==> src/rtl/gpu_def.sv <==
// Shared definitions for the GPU copy state machines: VRAM->CPU copy states,
// the memory command size code and the burst address helper.
package gpu_def;

  typedef enum logic [2:0] {
    VC_WAIT,
    VC_START,
    VC_REQ,
    VC_DATA,
    VC_DRAIN,
    VC_FLUSH
  } vcState_t;

  localparam logic [1:0] CMD_SIZE_32B = 2'd1;

  // Burst address of the 16-pixel block that holds pixel (base + offset).
  // X wraps at 1024 and Y wraps at 512.
  function automatic logic [14:0] vcAdr(input logic [9:0] baseX, input logic [8:0] baseY,
                                        input logic [9:0] offX, input logic [8:0] offY);
    return {9'(baseY + offY), 6'((baseX + offX) >> 4)};
  endfunction

endpackage

==> src/rtl/gpu_vc_pixel_packer.sv <==
// Packs a 16-bit pixel stream into 32-bit GPUREAD words {second, first}.
// A completed word waits in a held register until the FIFO has room.
module gpu_vc_pixel_packer (
  input  logic        i_clk,
  input  logic        i_rst,
  input  logic        pixelValid,
  input  logic [15:0] pixel,
  input  logic        flush,
  input  logic        i_fifoFull,
  output logic        ready,
  output logic        o_fifoWrite,
  output logic [31:0] o_fifoData,
  output logic        flushDone
);

  logic        halfValid;
  logic [15:0] halfPixel;
  logic        heldValid;

  // A held word blocked by a full FIFO freezes the pixel stream.
  assign ready       = !(heldValid && i_fifoFull);
  assign o_fifoWrite = heldValid && !i_fifoFull;
  assign flushDone   = flush && (!halfValid || ready);

  always_ff @(posedge i_clk or posedge i_rst) begin
    if (i_rst) begin
      halfValid  <= 1'b0;
      halfPixel  <= '0;
      heldValid  <= 1'b0;
      o_fifoData <= '0;
    end else begin
      // NOTE: non-blocking updates let a later assignment in this block
      // override the push-clear, so a new word can replace one leaving.
      if (o_fifoWrite) heldValid <= 1'b0;
      if (pixelValid && ready) begin
        if (halfValid) begin
          o_fifoData <= {pixel, halfPixel};
          heldValid  <= 1'b1;
          halfValid  <= 1'b0;
        end else begin
          halfPixel <= pixel;
          halfValid <= 1'b1;
        end
      end else if (flush && halfValid && ready) begin
        o_fifoData <= {16'h0000, halfPixel};
        heldValid  <= 1'b1;
        halfValid  <= 1'b0;
      end
    end
  end

endmodule

==> src/rtl/gpu_sm_copyvc_mem.sv <==
// VRAM->CPU copy engine: walks the source rectangle in 32-byte read bursts and
// feeds pixels to the GPUREAD packer. GPU_VC_PREFETCH_EN enables double buffering.
module gpu_sm_copyvc_mem
  import gpu_def::*;
(
  input  logic               i_clk,
  input  logic               i_rst,
  input  logic               i_activateCopyVC,
  output logic               o_CopyInactiveNextCycle,
  output logic               o_active,
  input  logic signed [11:0] RegX0,
  input  logic signed [11:0] RegY0,
  input  logic        [10:0] RegSizeW,
  input  logic        [9:0]  RegSizeH,
  output logic               o_command,
  input  logic               i_busy,
  output logic        [1:0]  o_commandSize,
  output logic               o_write,
  output logic        [14:0] o_adr,
  output logic        [2:0]  o_subadr,
  input  logic        [255:0] i_dataIn,
  input  logic               i_dataInValid,
  output logic               o_fifoWrite,
  output logic        [31:0] o_fifoData,
  input  logic               i_fifoFull
);

`ifdef GPU_VC_PREFETCH_EN
  localparam int NBUF = 2;
`else
  localparam int NBUF = 1;
`endif

  vcState_t    state;
  logic [9:0]  baseX;
  logic [8:0]  baseY;
  logic [10:0] sizeW;
  logic [9:0]  sizeH;
  logic [10:0] x;
  logic [9:0]  y;
  logic [10:0] reqX;
  logic [9:0]  reqY;
  logic        reqLeft;
  logic [1:0]  outstanding;
  logic [1:0]  bufValid;
  logic        wrPtr;
  logic        rdPtr;
  logic [255:0] blockBuf [2];

  logic unusedRegBits;
  assign unusedRegBits = ^{RegX0[11:10], RegY0[11:9]};

  assign o_commandSize = CMD_SIZE_32B;
  assign o_write       = 1'b0;
  assign o_subadr      = 3'd0;
  assign o_active      = (state != VC_WAIT);

  // Drain side: the pixel index inside the block follows the screen X directly.
  logic [3:0]  pixIdx;
  logic        lineEnd, lastPix, blockEnd, oddTotal;
  logic [15:0] drainPixel;
  assign pixIdx     = baseX[3:0] + x[3:0];
  assign lineEnd    = (x + 11'd1 == sizeW);
  assign lastPix    = lineEnd && (y + 10'd1 == sizeH);
  assign blockEnd   = (pixIdx == 4'hF) || lineEnd;
  assign oddTotal   = sizeW[0] & sizeH[0];
  assign drainPixel = blockBuf[rdPtr][{pixIdx, 4'h0} +: 16];

  // Request side: span of the block at reqX and the position after it.
  logic [3:0]  reqLow;
  logic [4:0]  blockRoom;
  logic [10:0] lineRoom, reqCount, reqXNext, reqXAdv;
  logic [9:0]  reqYAdv;
  logic        reqLineEnd, reqLast;
  assign reqLow     = baseX[3:0] + reqX[3:0];
  assign blockRoom  = 5'd16 - {1'b0, reqLow};
  assign lineRoom   = sizeW - reqX;
  assign reqCount   = ({6'd0, blockRoom} < lineRoom) ? {6'd0, blockRoom} : lineRoom;
  assign reqXNext   = reqX + reqCount;
  assign reqLineEnd = (reqXNext == sizeW);
  assign reqXAdv    = reqLineEnd ? 11'd0 : reqXNext;
  assign reqYAdv    = reqLineEnd ? reqY + 10'd1 : reqY;
  assign reqLast    = reqLineEnd && (reqY + 10'd1 == sizeH);

  logic [2:0] inFlight;
  logic       issue, capture, accept, nextBufReady, packReady, flushDone;
  assign inFlight = {1'b0, outstanding} + {2'b0, bufValid[0]} + {2'b0, bufValid[1]};
  assign issue    = (state == VC_REQ || state == VC_DATA || state == VC_DRAIN)
                    && reqLeft && (inFlight < 3'(NBUF)) && !i_busy;
  assign o_command = issue;
  assign capture  = i_dataInValid && (outstanding != 2'd0);
  assign accept   = (state == VC_DRAIN) && packReady;
  assign nextBufReady = (NBUF == 2) &&
                        (bufValid[!rdPtr] || (capture && wrPtr == !rdPtr));

  assign o_CopyInactiveNextCycle =
      (accept && lastPix && !oddTotal) || ((state == VC_FLUSH) && flushDone);

  // NOTE: the burst buffers carry no reset; every slot is written before its
  // valid flag is set, and the flags themselves are reset.
  always_ff @(posedge i_clk) begin
    if (capture) blockBuf[wrPtr] <= i_dataIn;
  end

  always_ff @(posedge i_clk or posedge i_rst) begin
    if (i_rst) begin
      state       <= VC_WAIT;
      baseX       <= '0;
      baseY       <= '0;
      sizeW       <= '0;
      sizeH       <= '0;
      x           <= '0;
      y           <= '0;
      reqX        <= '0;
      reqY        <= '0;
      reqLeft     <= 1'b0;
      outstanding <= '0;
      bufValid    <= '0;
      wrPtr       <= 1'b0;
      rdPtr       <= 1'b0;
      o_adr       <= '0;
    end else begin
      if (issue) begin
        reqX    <= reqXAdv;
        reqY    <= reqYAdv;
        reqLeft <= !reqLast;
        o_adr   <= vcAdr(baseX, baseY, reqXAdv[9:0], reqYAdv[8:0]);
      end
      outstanding <= outstanding + {1'b0, issue} - {1'b0, capture};
      if (capture) begin
        bufValid[wrPtr] <= 1'b1;
        if (NBUF == 2) wrPtr <= !wrPtr;
      end
      if (accept) begin
        if (lineEnd) begin
          x <= '0;
          y <= y + 10'd1;
        end else begin
          x <= x + 11'd1;
        end
        if (blockEnd) begin
          bufValid[rdPtr] <= 1'b0;
          if (NBUF == 2) rdPtr <= !rdPtr;
        end
      end

      case (state)
        VC_WAIT: if (i_activateCopyVC) begin
          baseX <= RegX0[9:0];
          baseY <= RegY0[8:0];
          sizeW <= RegSizeW;
          sizeH <= RegSizeH;
          state <= VC_START;
        end
        VC_START: begin
          x        <= '0;
          y        <= '0;
          reqX     <= '0;
          reqY     <= '0;
          reqLeft  <= 1'b1;
          bufValid <= '0;
          wrPtr    <= 1'b0;
          rdPtr    <= 1'b0;
          o_adr    <= vcAdr(baseX, baseY, 10'd0, 9'd0);
          state    <= VC_REQ;
        end
        VC_REQ: if (issue) state <= VC_DATA;
        VC_DATA: if (bufValid[rdPtr] || (capture && wrPtr == rdPtr)) state <= VC_DRAIN;
        VC_DRAIN: if (accept && blockEnd) begin
          if (lastPix)                              state <= oddTotal ? VC_FLUSH : VC_WAIT;
          else if (nextBufReady)                    state <= VC_DRAIN;
          else if (outstanding != 2'd0 || issue)    state <= VC_DATA;
          else                                      state <= VC_REQ;
        end
        VC_FLUSH: if (flushDone) state <= VC_WAIT;
        default: state <= VC_WAIT;
      endcase
    end
  end

  gpu_vc_pixel_packer packer (
    .i_clk      (i_clk),
    .i_rst      (i_rst),
    .pixelValid (state == VC_DRAIN),
    .pixel      (drainPixel),
    .flush      (state == VC_FLUSH),
    .i_fifoFull (i_fifoFull),
    .ready      (packReady),
    .o_fifoWrite(o_fifoWrite),
    .o_fifoData (o_fifoData),
    .flushDone  (flushDone)
  );

endmodule
==> config.mk <==
export PLATFORM = sky130hd
export DESIGN_NAME = gpu_sm_copyvc_mem
export DESIGN_NICKNAME = d
export VERILOG_FILES = /design/src/rtl/gpu_def.sv /design/src/rtl/gpu_vc_pixel_packer.sv /design/src/rtl/gpu_sm_copyvc_mem.sv
export SDC_FILE = /design/constraint.sdc
export NUM_CORES = 1
export LEC_CHECK = 0
export CORE_MARGIN = 1
export CORE_UTILIZATION = 50
export CTS_BUF_LIST = sky130_fd_sc_hd__clkbuf_4 sky130_fd_sc_hd__clkbuf_8
export CTS_CLUSTER_SIZE = 12
export DETAILED_ROUTE_END_ITERATION = 10
export PLACE_DENSITY = 0.75
export SLEW_MARGIN = 15
export SYNTH_ARGS = -nofsm -noshare
export SYNTH_HDL_FRONTEND = slang
export SYNTH_SLANG_ARGS = --single-unit
==> constraint.sdc <==
create_clock -name i_clk -period 9.1 [get_ports i_clk]
set_input_delay 1.82 -clock i_clk [delete_from_list [all_inputs] [get_ports i_clk]]
set_output_delay 1.82 -clock i_clk [all_outputs]
set_load 0.1 [all_outputs]
==> results of run 1 <==
-- registers in the layout, summed over array words and instances, names as in the netlist --
| register | cells |
|---|---|
| reqLeft | 1 |
| blockBuf | 256 |
| packer.heldValid | 1 |
| sizeW | 11 |
| x | 11 |
| outstanding | 2 |
| reqY | 10 |
| packer.halfValid | 1 |
| baseY | 9 |
| state | 3 |
| y | 10 |
| sizeH | 10 |
| baseX | 10 |
| reqX | 11 |
| o_adr | 15 |
| packer.halfPixel | 16 |
| packer.o_fifoData | 32 |
| bufValid | 1 |
-- kinds of logic after synthesis --
family / count (synthesis) / share of synthesized area
multiplexers: 156 / 0.129
AND/OR/NAND/NOR: 268 / 0.0703
adder cells (fa/ha/maj): 58 / 0.0401
AO/OA/AOI/OAI: 229 / 0.0782
XOR/XNOR: 105 / 0.0507
buffers and inverters: 108 / 0.0229
flip-flops: 410 / 0.608
other: 2 / 0.000396
-- critical path, delay by kind of cell (launching register included) --
kind            cells  cell delay, ns
xor+xnor            6            1.12
mux                 1            0.43
buf+inv             3            0.17
simple gates        6            1.22
fa+ha+maj           7            2.23
compound gates     14            2.58
flops               1            0.44
-- cell usage after synthesis (all sizes together), types with 3 or more instances --
| library cell | number | area [um^2] |
|---|---|---|
| or3 | 3 | 18.8 |
| buf | 17 | 92.6 |
| o2111ai | 4 | 35.0 |
| o21ai | 66 | 330 |
| a22o | 21 | 184 |
| mux4 | 64 | 1440 |
| a21o | 9 | 67.6 |
| dfrtp | 154 | 3850 |
| nor3 | 16 | 80.1 |
| nand4 | 9 | 56.3 |
| xnor2 | 60 | 526 |
| o22ai | 4 | 25.0 |
| nor4 | 6 | 52.6 |
| o21bai | 5 | 37.5 |
| nor3b | 3 | 22.5 |
| nand2 | 86 | 323 |
| nand3 | 29 | 158 |
| nor2b | 32 | 200 |
| xnor3 | 3 | 67.6 |
| a21oi | 50 | 250 |
| o31ai | 5 | 37.5 |
| mux2 | 69 | 777 |
| fa | 5 | 100 |
| a31oi | 4 | 25.0 |
| mux2i | 23 | 230 |
| o211ai | 4 | 30.0 |
| nand2b | 10 | 62.6 |
| ha | 52 | 651 |
| and2 | 3 | 18.8 |
| and3 | 8 | 50.1 |
| edfxtp | 256 | 7690 |
| o21a | 6 | 45.0 |
| a211oi | 22 | 170 |
| clkbuf | 44 | 165 |
| xor2 | 42 | 368 |
| nor2 | 57 | 214 |
| a22oi | 11 | 82.6 |
| inv | 46 | 173 |
-- layout make-up --
| class | instances | area (um^2) | share of cell area |
|---|---|---|---|
| flip-flops and latches | 410 | 11500 | 0.470 |
| multi-input cells | 827 | 7100 | 0.289 |
| repair buffers | 367 | 3650 | 0.149 |
| clock buffers | 111 | 1320 | 0.0535 |
| well taps | 504 | 631 | 0.0257 |
| inverters | 47 | 181 | 0.00738 |
| clock inverters | 20 | 146 | 0.00596 |
| diodes | 1 | 2.50 | 0.000102 |
-- routing by layer --
layer | GRT usage | share of wire | vias up
met4 | 0.0979 | 0.035 | 8
met2 | 0.427 | 0.51 | 441
met1 | 0.293 | 0.38 | 6141
met5 | 0 | 0.0012 | -
li1 | - | - | 5794
met3 | 0.0647 | 0.068 | 103
-- through the flow --
step,std cells,hold slack (ns)
5_1_grt,2286,0.513
4_1_cts,2286,0.500
3_5_place_dp,2155,0.492
6_report,2287,0.499
2_1_floorplan,1345,0.465
3_3_place_gp,2155,0.465
-- power by group through the flow --
stage / clock (mW) / combinational, mW / sequential [mW]
floorplan: 0 / 2.61 / 3.55
global placement: 0 / 4.37 / 2.87
detailed placement: 0 / 4.42 / 2.89
CTS: 1.75 / 4.44 / 2.86
global route: 1.82 / 4.73 / 2.91
finish: 1.70 / 4.39 / 2.85
-- layout by cell type (no fill, tap or decap), drive strengths merged, types with 6 or more instances in the layout --
| cell | instances |
|---|---|
| dfrtp | 154 |
| xor2 | 42 |
| nand4 | 9 |
| mux4 | 64 |
| nor4 | 6 |
| conb | 11 |
| a21oi | 50 |
| mux2 | 69 |
| buf | 15 |
| nor3 | 16 |
| xnor2 | 60 |
| mux2i | 23 |
| a21o | 9 |
| nor2b | 32 |
| clkinv | 17 |
| nand3 | 29 |
| o21ai | 66 |
| nand2 | 86 |
| inv | 47 |
| ha | 52 |
| a22oi | 11 |
| a211oi | 22 |
| edfxtp | 256 |
| clkdlybuf4s50 | 352 |
| a22o | 21 |
| clkbuf | 111 |
| and3 | 8 |
| nor2 | 57 |
| nand2b | 10 |
| o21a | 6 |
-- path summary, 6_finish.rpt --
check / to / cells after the start
max: o_adr[14]$_DFFE_PP0P_ / 37
min: reqLeft$_DFFE_PP0P_ / 1
max reg2reg: o_adr[14]$_DFFE_PP0P_ / 37
min reg2reg: reqLeft$_DFFE_PP0P_ / 1
max in group asynchronous: sizeW[4]$_DFFE_PP0P_ / 3
min in group asynchronous: sizeH[5]$_DFFE_PP0P_ / 2
==> flow_summary.rst, run 1 <==
.. list-table::
   :header-rows: 1

   * - Metric
     - Value
   * - Power, Total
     - 8.95 mW
   * - DRC errors left
     - 0
   * - Aggregate negative setup slack
     - 0 ns
   * - Initial antenna violation count
     - 4
   * - Crit path capture type
     - register
   * - Global-route wire length before repair
     - 71.7 mm
   * - Die X
     - 197 um
   * - Tot GR Track Use
     - 0.247
   * - Slew at the pin closest to its max-slew limit
     - 1.13 ns
   * - Final clock skew
     - 0.0328 ns
   * - Setup slack after layout
     - 0.821 ns
   * - Cell area after layout
     - 24,600 um^2
   * - Starting Density
     - 0.513
   * - Pwr dens
     - 364 nW/um^2
   * - End-of-flow core utilization
     - 0.665
   * - Final-report max-slew violation count
     - 0
   * - Number of buffers added by the clock tree synthesis step
     - 71
   * - MaxCap Viol Count
     - 0
   * - Skew-Pair Late Insertion Delay
     - 0.62 ns
   * - Net total in the final layout
     - 2,088
   * - Fill cell count
     - 2,734
   * - Overall die area
     - 38,700 um^2
   * - Cell count after synthesis
     - 1,336
   * - Netlist area before placement
     - 19,000 um^2
   * - Number of buffers on the longest clock path
     - 3
   * - Most used DFF post-synth
     - edfxtp_1
   * - Worst hold path type
     - register to register
   * - Iteration count of the initial detailed-routing pass
     - 4
   * - Maximum fanout count along the critical path
     - 5
   * - Max VDD drop
     - 0.000200 V
   * - Average cell area after synthesis
     - 14.2 um^2
   * - Count of state elements after synthesis
     - 410
   * - Number of buffers inserted by post-CTS setup repair
     - 0
   * - Max incr delay on CP
     - 0.52 ns
   * - Outcome
     - finished clean
   * - Slowest-stage cell, CP
     - a2111oi_0
   * - Number of global-route vias before repair
     - 12,900
   * - Worst R2R Start
     - baseX[0]$_DFFE_PP0P_
   * - Netlist cell types
     - 69
   * - Routed WL per cell
     - 20.6 um
   * - Total wire length
     - 47.1 mm
   * - Register area share after synthesis
     - 0.608
   * - Reported net switching power
     - 3.68 mW
   * - CTS tree
     - done
   * - Top Ports
     - 364
   * - Estimated wirelength of the detail-placed design
     - 33.6 mm
   * - Clock transition at the register clock pins on the worst setup and hold paths after CTS
     - 0.05 ns
   * - Cell row count
     - 70
   * - DR vias
     - 12,500
   * - Flop-to-flop setup slack
     - 0.82 ns
   * - Sinks on the clock net
     - 410
   * - H-tree depth
     - 3
   * - Final hold violations
     - 0
   * - Critical path launch point
     - baseX[0]$_DFFE_PP0P_
   * - Floorplan core area
     - 37,000 um^2
   * - Worst endpoint required time
     - 9.62 ns
   * - Worst-case setup slack after placement
     - 0.804 ns
   * - Switching Share
     - 0.411
   * - DIE HEIGHT
     - 197 um
   * - Post-cts sizing count
     - 0
   * - Data arrival time at the worst-slack endpoint
     - 8.80 ns
   * - Largest net degree at the start of global routing
     - 195
   * - First DRT Iteration DRCs
     - 701
   * - Setup repair after global routing missed its margin
     - no
   * - Cell Int Power
     - 5.27 mW
   * - Detail-routed via count per cell
     - 5.46
   * - Clock tree root driver cell
     - clkbuf_8
   * - Achievable clock frequency
     - 121 MHz
   * - Number of port buffers
     - 352
   * - DP Area
     - 23,100 um^2
   * - Number of buffers inserted by hold repair at cts
     - 0
   * - Count of warnings emitted by yosys
     - 0
   * - Share of the clock period used by the worst path after layout
     - 0.910
   * - Startpoint type of the worst setup path
     - register
   * - Total global routing overflow
     - 0
   * - Crit Path Class
     - register to register
   * - Setup violation total in the final timing report
     - 0
   * - Most repeated library cell on the critical path
     - xnor2_1
   * - Antenna violation net count after detailed routing
     - 0
   * - Total leakage power
     - 9.52 nW
   * - Proportion of power drawn by flip-flops and latches
     - 0.319
   * - Signed area change from the synthesized netlist to the final layout
     - 29.5%
   * - Clock power frac
     - 0.190
   * - Worst slew margin relative to its limit
     - 0.244
   * - Logic gate share of total power
     - 0.491
   * - Post-synth EDFFs
     - 256
   * - Fraction of registers with async set/reset
     - 0.376
   * - Time the final worst path needs with I/O delays and setup
     - 8.28 ns
   * - Last weighted congestion value of the routability-driven placer
     - 0.889
   * - Min-Delay Startpoint
     - reqLeft$_DFFE_PP0P_
   * - Proportion of layout cells with a drive suffix above 1
     - 0.160
Power figures use the tool's default switching activity.
==> run 2: changes to the inputs <==
--- a/config.mk
+++ b/config.mk
@@ -5,12 +5,13 @@
 export SDC_FILE = /design/constraint.sdc
 export NUM_CORES = 1
 export LEC_CHECK = 0
-export CORE_MARGIN = 1
 export CORE_UTILIZATION = 50
 export CTS_BUF_LIST = sky130_fd_sc_hd__clkbuf_4 sky130_fd_sc_hd__clkbuf_8
 export CTS_CLUSTER_SIZE = 12
 export DETAILED_ROUTE_END_ITERATION = 10
 export PLACE_DENSITY = 0.75
+export SETUP_SLACK_MARGIN = 0.3
+export SKIP_LAST_GASP = 1
 export SLEW_MARGIN = 15
 export SYNTH_ARGS = -nofsm -noshare
 export SYNTH_HDL_FRONTEND = slang
==> run 2 against run 1 <==
  * Die area unchanged
  * Highest routed layer unchanged
  * Maximum frequency up 4.7%
  * Global-route usage about the same
  * Combinational power about the same
  * Clock skew down 0.015 ns
  * Flip-flop and latch count unchanged
==> flow_summary.rst, run 2 (synthesis gave the netlist of run 1 again) <==
.. list-table::
   :header-rows: 1

   * - Metric
     - Value
   * - Outcome
     - finished clean
   * - Last weighted congestion value of the routability-driven placer
     - 0.895 (+0.66%)
   * - Proportion of power drawn by flip-flops and latches
     - 0.315 (-0.004)
   * - Largest regs
     - blockBuf (256), packer.o_fifoData (32), packer.halfPixel (16)
   * - Crit Path Class
     - register to register
   * - Routed WL per cell
     - 20.5 um (-0.24%)
   * - Capturing instance or port of the critical path
     - o_adr[14]$_DFFE_PP0P_
   * - Share of the clock period used by the worst path after layout
     - 0.869 (-0.0411)
   * - Max incr delay on CP
     - 0.49 ns (-0.03 ns)
   * - Worst endpoint required time
     - 9.60 ns (-0.02 ns)
   * - Largest net degree at the start of global routing
     - 159 (-18%)
   * - Crit path capture type
     - register
   * - Total leakage power
     - 9.58 nW (+0.61%)
   * - First DRT Iteration DRCs
     - 623 (-11%)
   * - Antenna violation net count after detailed routing
     - 0 (unchanged)
   * - Detail-routed via count per cell
     - 5.41 (-0.85%)
   * - Aggregate negative setup slack
     - 0 ns (unchanged)
   * - Cell row count
     - 70 (unchanged)
   * - CTS tree
     - done
   * - Number of buffers on the longest clock path
     - 3 (unchanged)
   * - Max VDD drop
     - 0.000307 V (+54%)
   * - Data arrival time at the worst-slack endpoint
     - 8.40 ns (-0.40 ns)
   * - Clock power frac
     - 0.199 (+0.009)
   * - Total wire length
     - 47.0 mm (-0.11%)
   * - Cell Int Power
     - 5.34 mW (+1.4%)
   * - Slew at the pin closest to its max-slew limit
     - 1.10 ns (-0.0347 ns)
   * - Switching Share
     - 0.410 (-0.00105)
   * - Achievable clock frequency
     - 127 MHz (+4.7%)
   * - H-tree depth
     - 3 (unchanged)
   * - Capture point of the worst reg-to-reg path
     - o_adr[14]$_DFFE_PP0P_
   * - Worst R2R Start
     - reqX[1]$_DFFE_PP0P_
   * - Tot GR Track Use
     - 0.247 (about the same)
   * - Pwr dens
     - 367 nW/um^2 (+0.81%)
   * - Time the final worst path needs with I/O delays and setup
     - 7.90 ns (-0.374 ns)
   * - Initial antenna violation count
     - 3 (-1)
   * - Sinks on the clock net
     - 410 (unchanged)
   * - Estimated wirelength of the detail-placed design
     - 33.3 mm (-0.85%)
   * - End-of-flow core utilization
     - 0.667 (+0.00240)
   * - MaxCap Viol Count
     - 0 (unchanged)
   * - Final-report max-slew violation count
     - 0 (unchanged)
   * - Net total in the final layout
     - 2,091 (+0.14%)
   * - Worst hold path type
     - register to register
   * - Number of flip-flops in the largest register
     - 256 (unchanged)
   * - Floorplan core area
     - 37,000 um^2 (unchanged)
   * - Iteration count of the initial detailed-routing pass
     - 4 (unchanged)
   * - Startpoint type of the worst setup path
     - register
   * - Power, Total
     - 9.06 mW (+1.2%)
   * - Die X
     - 197 um (unchanged)
   * - Number of buffers inserted by hold repair at cts
     - 0 (unchanged)
   * - Number of buffers added by the clock tree synthesis step
     - 71 (unchanged)
   * - Clock transition at the register clock pins on the worst setup and hold paths after CTS
     - 0.06 ns (about the same)
   * - DRC errors left
     - 0 (unchanged)
   * - Maximum fanout count along the critical path
     - 6 (+1)
   * - Global-route wire length before repair
     - 71.9 mm (+0.33%)
   * - Commonest cells after routing, fill and taps aside
     - clkdlybuf4s50_1 (351), edfxtp_1 (256), dfrtp_1 (154), nand2_1 (86), clkbuf_8 (82)
   * - Most common library cell in the layout ignoring fill and taps
     - clkdlybuf4s50_1
   * - Proportion of layout cells with a drive suffix above 1
     - 0.162 (+0.00188)
   * - Final hold violations
     - 0 (unchanged)
   * - Final clock skew
     - 0.0182 ns (-0.0146 ns)
   * - Length in cells of the worst reg-to-reg path
     - 36 (-2.7%)
   * - Clock tree root driver cell
     - clkbuf_8
   * - Register name with the most flops
     - blockBuf
   * - Antenna diode count
     - 0 (-1)
   * - DIE HEIGHT
     - 197 um (unchanged)
   * - DR vias
     - 12,400 (-0.72%)
   * - Overall die area
     - 38,700 um^2 (unchanged)
   * - Logic gate share of total power
     - 0.486 (-0.005)
   * - Cell area after layout
     - 24,700 um^2 (+0.36%)
   * - Worst slew margin relative to its limit
     - 0.267 (+0.0232)
   * - Starting Density
     - 0.513 (unchanged)
   * - Critical path launch point
     - reqX[1]$_DFFE_PP0P_
   * - Top Ports
     - 364 (unchanged)
   * - Slowest-stage cell, CP
     - dfrtp_1
   * - DP Area
     - 23,100 um^2 (about the same)
   * - Reported net switching power
     - 3.71 mW (+0.92%)
   * - Signed area change from the synthesized netlist to the final layout
     - 30.0%
   * - Number of port buffers
     - 352 (unchanged)
   * - Setup violation total in the final timing report
     - 0 (unchanged)
   * - Number of global-route vias before repair
     - 13,000 (+0.57%)
   * - Skew-Pair Late Insertion Delay
     - 0.63 ns (about the same)
   * - Flop-to-flop setup slack
     - 1.20 ns (+0.37 ns)
   * - Total global routing overflow
     - 0 (unchanged)
   * - Setup repair after global routing missed its margin
     - no
-- run 2: final cells by class --
type | instances | area [um^2]
multi-input cells | 827 | 7100
fillers | 2659 | 12300
repair buffers | 370 | 3670
clock buffers | 101 | 1270
well taps | 504 | 631
flip-flops and latches | 410 | 11500
clock inverters | 31 | 264
inverters | 47 | 181
-- run 2: power by group through the flow --
stage	registers [mW]	logic (mW)	clock network (mW)
after global placement	2.86	4.37	0
after CTS	2.86	4.46	1.84
after floorplan	3.51	2.61	0
after detailed placement	2.88	4.44	0
after global routing	2.91	4.75	1.92
final	2.85	4.41	1.80
-- run 2: per-stage QoR --
step                cells  hold slack [ns]  setup WS (ns)
finish               2290            0.479           1.20
global route         2290            0.525          0.368
CTS                  2288            0.482          0.808
detailed placement   2156            0.467          0.895
global placement     2156            0.465          0.917
floorplan            1345            0.465           1.53
-- run 2: worst min path at each step --
stage                                    startpoint                                to  slack (ns)  depth (start not counted)
floorplan                       reqLeft$_DFFE_PP0P_               reqLeft$_DFFE_PP0P_        0.47                          1
global placement               o_adr[6]$_DFFE_PP0P_              o_adr[6]$_DFFE_PP0P_        0.47                          2
detailed placement             o_adr[6]$_DFFE_PP0P_              o_adr[6]$_DFFE_PP0P_        0.47                          2
CTS                            o_adr[6]$_DFFE_PP0P_              o_adr[6]$_DFFE_PP0P_        0.48                          2
global route        packer.halfPixel[3]$_DFFE_PP0P_  packer.o_fifoData[3]$_DFFE_PP0P_        0.52                          1
finish                         o_adr[6]$_DFFE_PP0P_              o_adr[6]$_DFFE_PP0P_        0.48                          2
-- run 2: routing by layer --
metal	GRT usage	wire (um)
met3	0.0631	3130
met4	0.101	1540
met5	0	26
met2	0.436	24600
met1	0.285	17700
-- run 2: worst max-delay path: cells and delay by family, from the launching register on --
family	cells	cell delay (ns)
compound gates	16	3.31
simple gates	8	1.39
fa+ha+maj	4	1.21
xor+xnor	5	0.91
flops	1	0.49
buf+inv	2	0.30
mux	1	0.13
-- run 2: timing repair --
action	4_1_cts	5_1_grt
endpoints found under the setup margin	0	2
buffers inserted	0	2
gates resized for setup	0	1
endpoints found under the hold margin	0	0
==> run 3: changes to the inputs <==
--- a/config.mk
+++ b/config.mk
@@ -7,6 +7,7 @@
 export LEC_CHECK = 0
 export CORE_UTILIZATION = 50
 export CTS_BUF_LIST = sky130_fd_sc_hd__clkbuf_4 sky130_fd_sc_hd__clkbuf_8
+export CTS_CLUSTER_DIAMETER = 80
 export CTS_CLUSTER_SIZE = 12
 export DETAILED_ROUTE_END_ITERATION = 10
 export PLACE_DENSITY = 0.75
==> run 3 against run 2 <==
  * First-iteration DRC count rose by 12%
  * Core utilization down 1.9 points
  * Die area unchanged
  * Critical path depth did not move
  * Register-to-register slack is essentially flat
  * Sequential share of layout area grew 1.4 points
  * Non-clock buffer count unchanged
  * Clock-buffer cell count decreased by 34
  * Routed wire length shrank 1.9%
  * Maximum frequency is 0.18% lower
==> flow_summary.rst, run 3 (synthesis gave the netlist of run 1 again) <==
.. list-table::
   :header-rows: 1

   * - Metric
     - Value
   * - Startpoint type of the worst setup path
     - register
   * - Top Ports
     - 364 (unchanged)
   * - Number of flip-flops in the largest register
     - 256 (unchanged)
   * - Final hold violations
     - 0 (unchanged)
   * - Detail-routed via count per cell
     - 5.49 (+1.4%)
   * - Last weighted congestion value of the routability-driven placer
     - 0.895 (unchanged)
   * - Number of buffers inserted by hold repair at cts
     - 0 (unchanged)
   * - Final Hold Slack
     - 0.483 ns (+0.00392 ns)
   * - Global-route wire length before repair
     - 70.5 mm (-2.0%)
   * - Most common library cell in the layout ignoring fill and taps
     - clkdlybuf4s50_1
   * - Number of buffers added by the clock tree synthesis step
     - 41 (-42%)
   * - Commonest cells after routing, fill and taps aside
     - clkdlybuf4s50_1 (351), edfxtp_1 (256), dfrtp_1 (154), nand2_1 (86), mux2_2 (68)
   * - Largest regs
     - blockBuf (256), packer.o_fifoData (32), packer.halfPixel (16)
   * - Cell Int Power
     - 4.86 mW (-9.1%)
   * - Routed WL per cell
     - 20.7 um (+0.72%)
   * - Skew-Pair Late Insertion Delay
     - 0.64 ns (about the same)
   * - Share of the clock period used by the worst path after layout
     - 0.870 (+0.00161)
   * - Cell row count
     - 70 (unchanged)
   * - DP Area
     - 23,100 um^2 (unchanged)
   * - CTS tree
     - done
   * - Net total in the final layout
     - 2,061 (-1.4%)
   * - DIE HEIGHT
     - 197 um (unchanged)
   * - Initial antenna violation count
     - 3 (unchanged)
   * - Floorplan core area
     - 37,000 um^2 (unchanged)
   * - Setup slack after layout
     - 1.18 ns (-0.0146 ns)
   * - Max VDD drop
     - 0.000287 V (-6.8%)
   * - Worst endpoint required time
     - 9.59 ns (about the same)
   * - Clock power frac
     - 0.141 (-0.058)
   * - Crit Path Class
     - register to register
   * - Antenna violation net count after detailed routing
     - 0 (unchanged)
   * - Estimated wirelength of the detail-placed design
     - 33.3 mm (unchanged)
   * - Crit path capture type
     - register
   * - Time the final worst path needs with I/O delays and setup
     - 7.92 ns (+0.0146 ns)
   * - Max incr delay on CP
     - 0.49 ns (about the same)
   * - Maximum fanout count along the critical path
     - 6 (unchanged)
   * - Final-report max-slew violation count
     - 0 (unchanged)
   * - Setup repair after global routing missed its margin
     - no
   * - Outcome
     - finished clean
   * - Total wire length
     - 46.1 mm (-1.9%)
   * - Register name with the most flops
     - blockBuf
   * - Tot GR Track Use
     - 0.241 (-0.00549)
   * - Iteration count of the initial detailed-routing pass
     - 5 (+1)
   * - Fill cell count
     - 2,752 (+3.5%)
   * - Setup violation total in the final timing report
     - 0 (unchanged)
   * - MaxCap Viol Count
     - 0 (unchanged)
   * - Number of port buffers
     - 352 (unchanged)
   * - Switching Share
     - 0.425 (+0.0145)
   * - Achievable clock frequency
     - 126 MHz (-0.18%)
   * - Final non-filler cell total
     - 2,230 (-2.6%)
   * - DR vias
     - 12,200 (-1.3%)
   * - Worst slew margin relative to its limit
     - 0.261 (-0.00652)
   * - Proportion of power drawn by flip-flops and latches
     - 0.337 (+0.022)
   * - Pwr dens
     - 352 nW/um^2 (-4.1%)
   * - Slew at the pin closest to its max-slew limit
     - 1.11 ns (+0.00975 ns)
   * - Worst-case setup slack after placement
     - 0.895 ns (unchanged)
   * - Sinks on the clock net
     - 410 (unchanged)
   * - Aggregate negative setup slack
     - 0 ns (unchanged)
   * - Reported net switching power
     - 3.58 mW (-3.6%)
   * - Total global routing overflow
     - 0 (unchanged)
   * - DRC errors left
     - 0 (unchanged)
   * - H-tree depth
     - 2 (-1)
   * - Logic gate share of total power
     - 0.522 (+0.036)
   * - Number of global-route vias before repair
     - 12,600 (-2.8%)
   * - Largest net degree at the start of global routing
     - 159 (unchanged)
   * - Final clock skew
     - 0.0493 ns (+0.0311 ns)
   * - First DRT Iteration DRCs
     - 700 (+12%)
   * - Total leakage power
     - 9.20 nW (-3.9%)
   * - Data arrival time at the worst-slack endpoint
     - 8.40 ns (about the same)
   * - Worst hold path type
     - register to register
   * - Die X
     - 197 um (unchanged)
   * - Dpl cells
     - 2,156 (unchanged)
   * - Starting Density
     - 0.513 (unchanged)
   * - Signed area change from the synthesized netlist to the final layout
     - 26.2%
   * - Antenna diode count
     - 0 (unchanged)
   * - Number of buffers on the longest clock path
     - 3 (unchanged)
   * - Clock tree root driver cell
     - clkbuf_8
   * - Overall die area
     - 38,700 um^2 (unchanged)
   * - Proportion of layout cells with a drive suffix above 1
     - 0.140 (-0.0227)
   * - Cell area after layout
     - 23,900 um^2 (-2.9%)
   * - Clock transition at the register clock pins on the worst setup and hold paths after CTS
     - 0.08 ns (+0.02 ns)
   * - Slowest-stage cell, CP
     - dfrtp_1
run 3: per-stage QoR:
stage               power (mW)   util
finish                    8.44  0.648
global placement          7.23  0.625
global route              8.95  0.648
floorplan                 6.12      -
detailed placement        7.32  0.625
CTS                       8.52  0.647
run 3: repair_timing:
item	in CTS	in global routing
resized for setup	0	1
endpoints found under the setup margin	0	2
buffers inserted	0	2
run 3: layout make-up:
cell class | count | area, um^2 | share of cell area
multi-input combinational | 827 | 7100 | 0.296
sequential | 410 | 11500 | 0.482
inverter | 47 | 181 | 0.00758
clock buffer | 67 | 766 | 0.0320
clock inverter | 5 | 58.8 | 0.00246
timing repair buffer | 370 | 3670 | 0.153
tap | 504 | 631 | 0.0263
run 3: layer usage:
metal	vias up	GRT usage	part of all wire
li1	5711	-	-
met1	6065	0.291	0.38
met2	384	0.426	0.52
met3	77	0.0520	0.062
met4	4	0.0858	0.030
met5	-	0	0.00050
run 3: worst max-delay path, delay by kind of cell (launching register included):
| family | cells | cell delay (ns) |
|---|---|---|
| xor+xnor | 5 | 0.90 |
| buf+inv | 2 | 0.29 |
| simple gates | 8 | 1.40 |
| mux | 1 | 0.13 |
| fa+ha+maj | 4 | 1.22 |
| compound gates | 16 | 3.30 |
| flops | 1 | 0.49 |
run 3: power groups by stage:
stage / combinational, mW / sequential [mW] / clock, mW
2_1_floorplan: 2.61 / 3.51 / 0
3_3_place_gp: 4.37 / 2.86 / 0
3_5_place_dp: 4.44 / 2.88 / 0
4_1_cts: 4.45 / 2.85 / 1.22
5_1_grt: 4.75 / 2.90 / 1.30
6_report: 4.40 / 2.84 / 1.19
run 3: final timing paths:
| path | start | end | depth (start not counted) | slack (ns) |
|---|---|---|---|---|
| min in group asynchronous | i_rst | o_adr[1]$_DFFE_PP0P_ | 2 | 1.72 |
| max in group asynchronous | i_rst | outstanding[1]$_DFF_PP0_ | 3 | 5.90 |
| worst min register to register | o_adr[6]$_DFFE_PP0P_ | o_adr[6]$_DFFE_PP0P_ | 2 | 0.48 |
| worst min-delay path | o_adr[6]$_DFFE_PP0P_ | o_adr[6]$_DFFE_PP0P_ | 2 | 0.48 |
| worst max-delay path | reqX[1]$_DFFE_PP0P_ | o_adr[14]$_DFFE_PP0P_ | 36 | 1.18 |
| worst max register to register | reqX[1]$_DFFE_PP0P_ | o_adr[14]$_DFFE_PP0P_ | 36 | 1.18 |
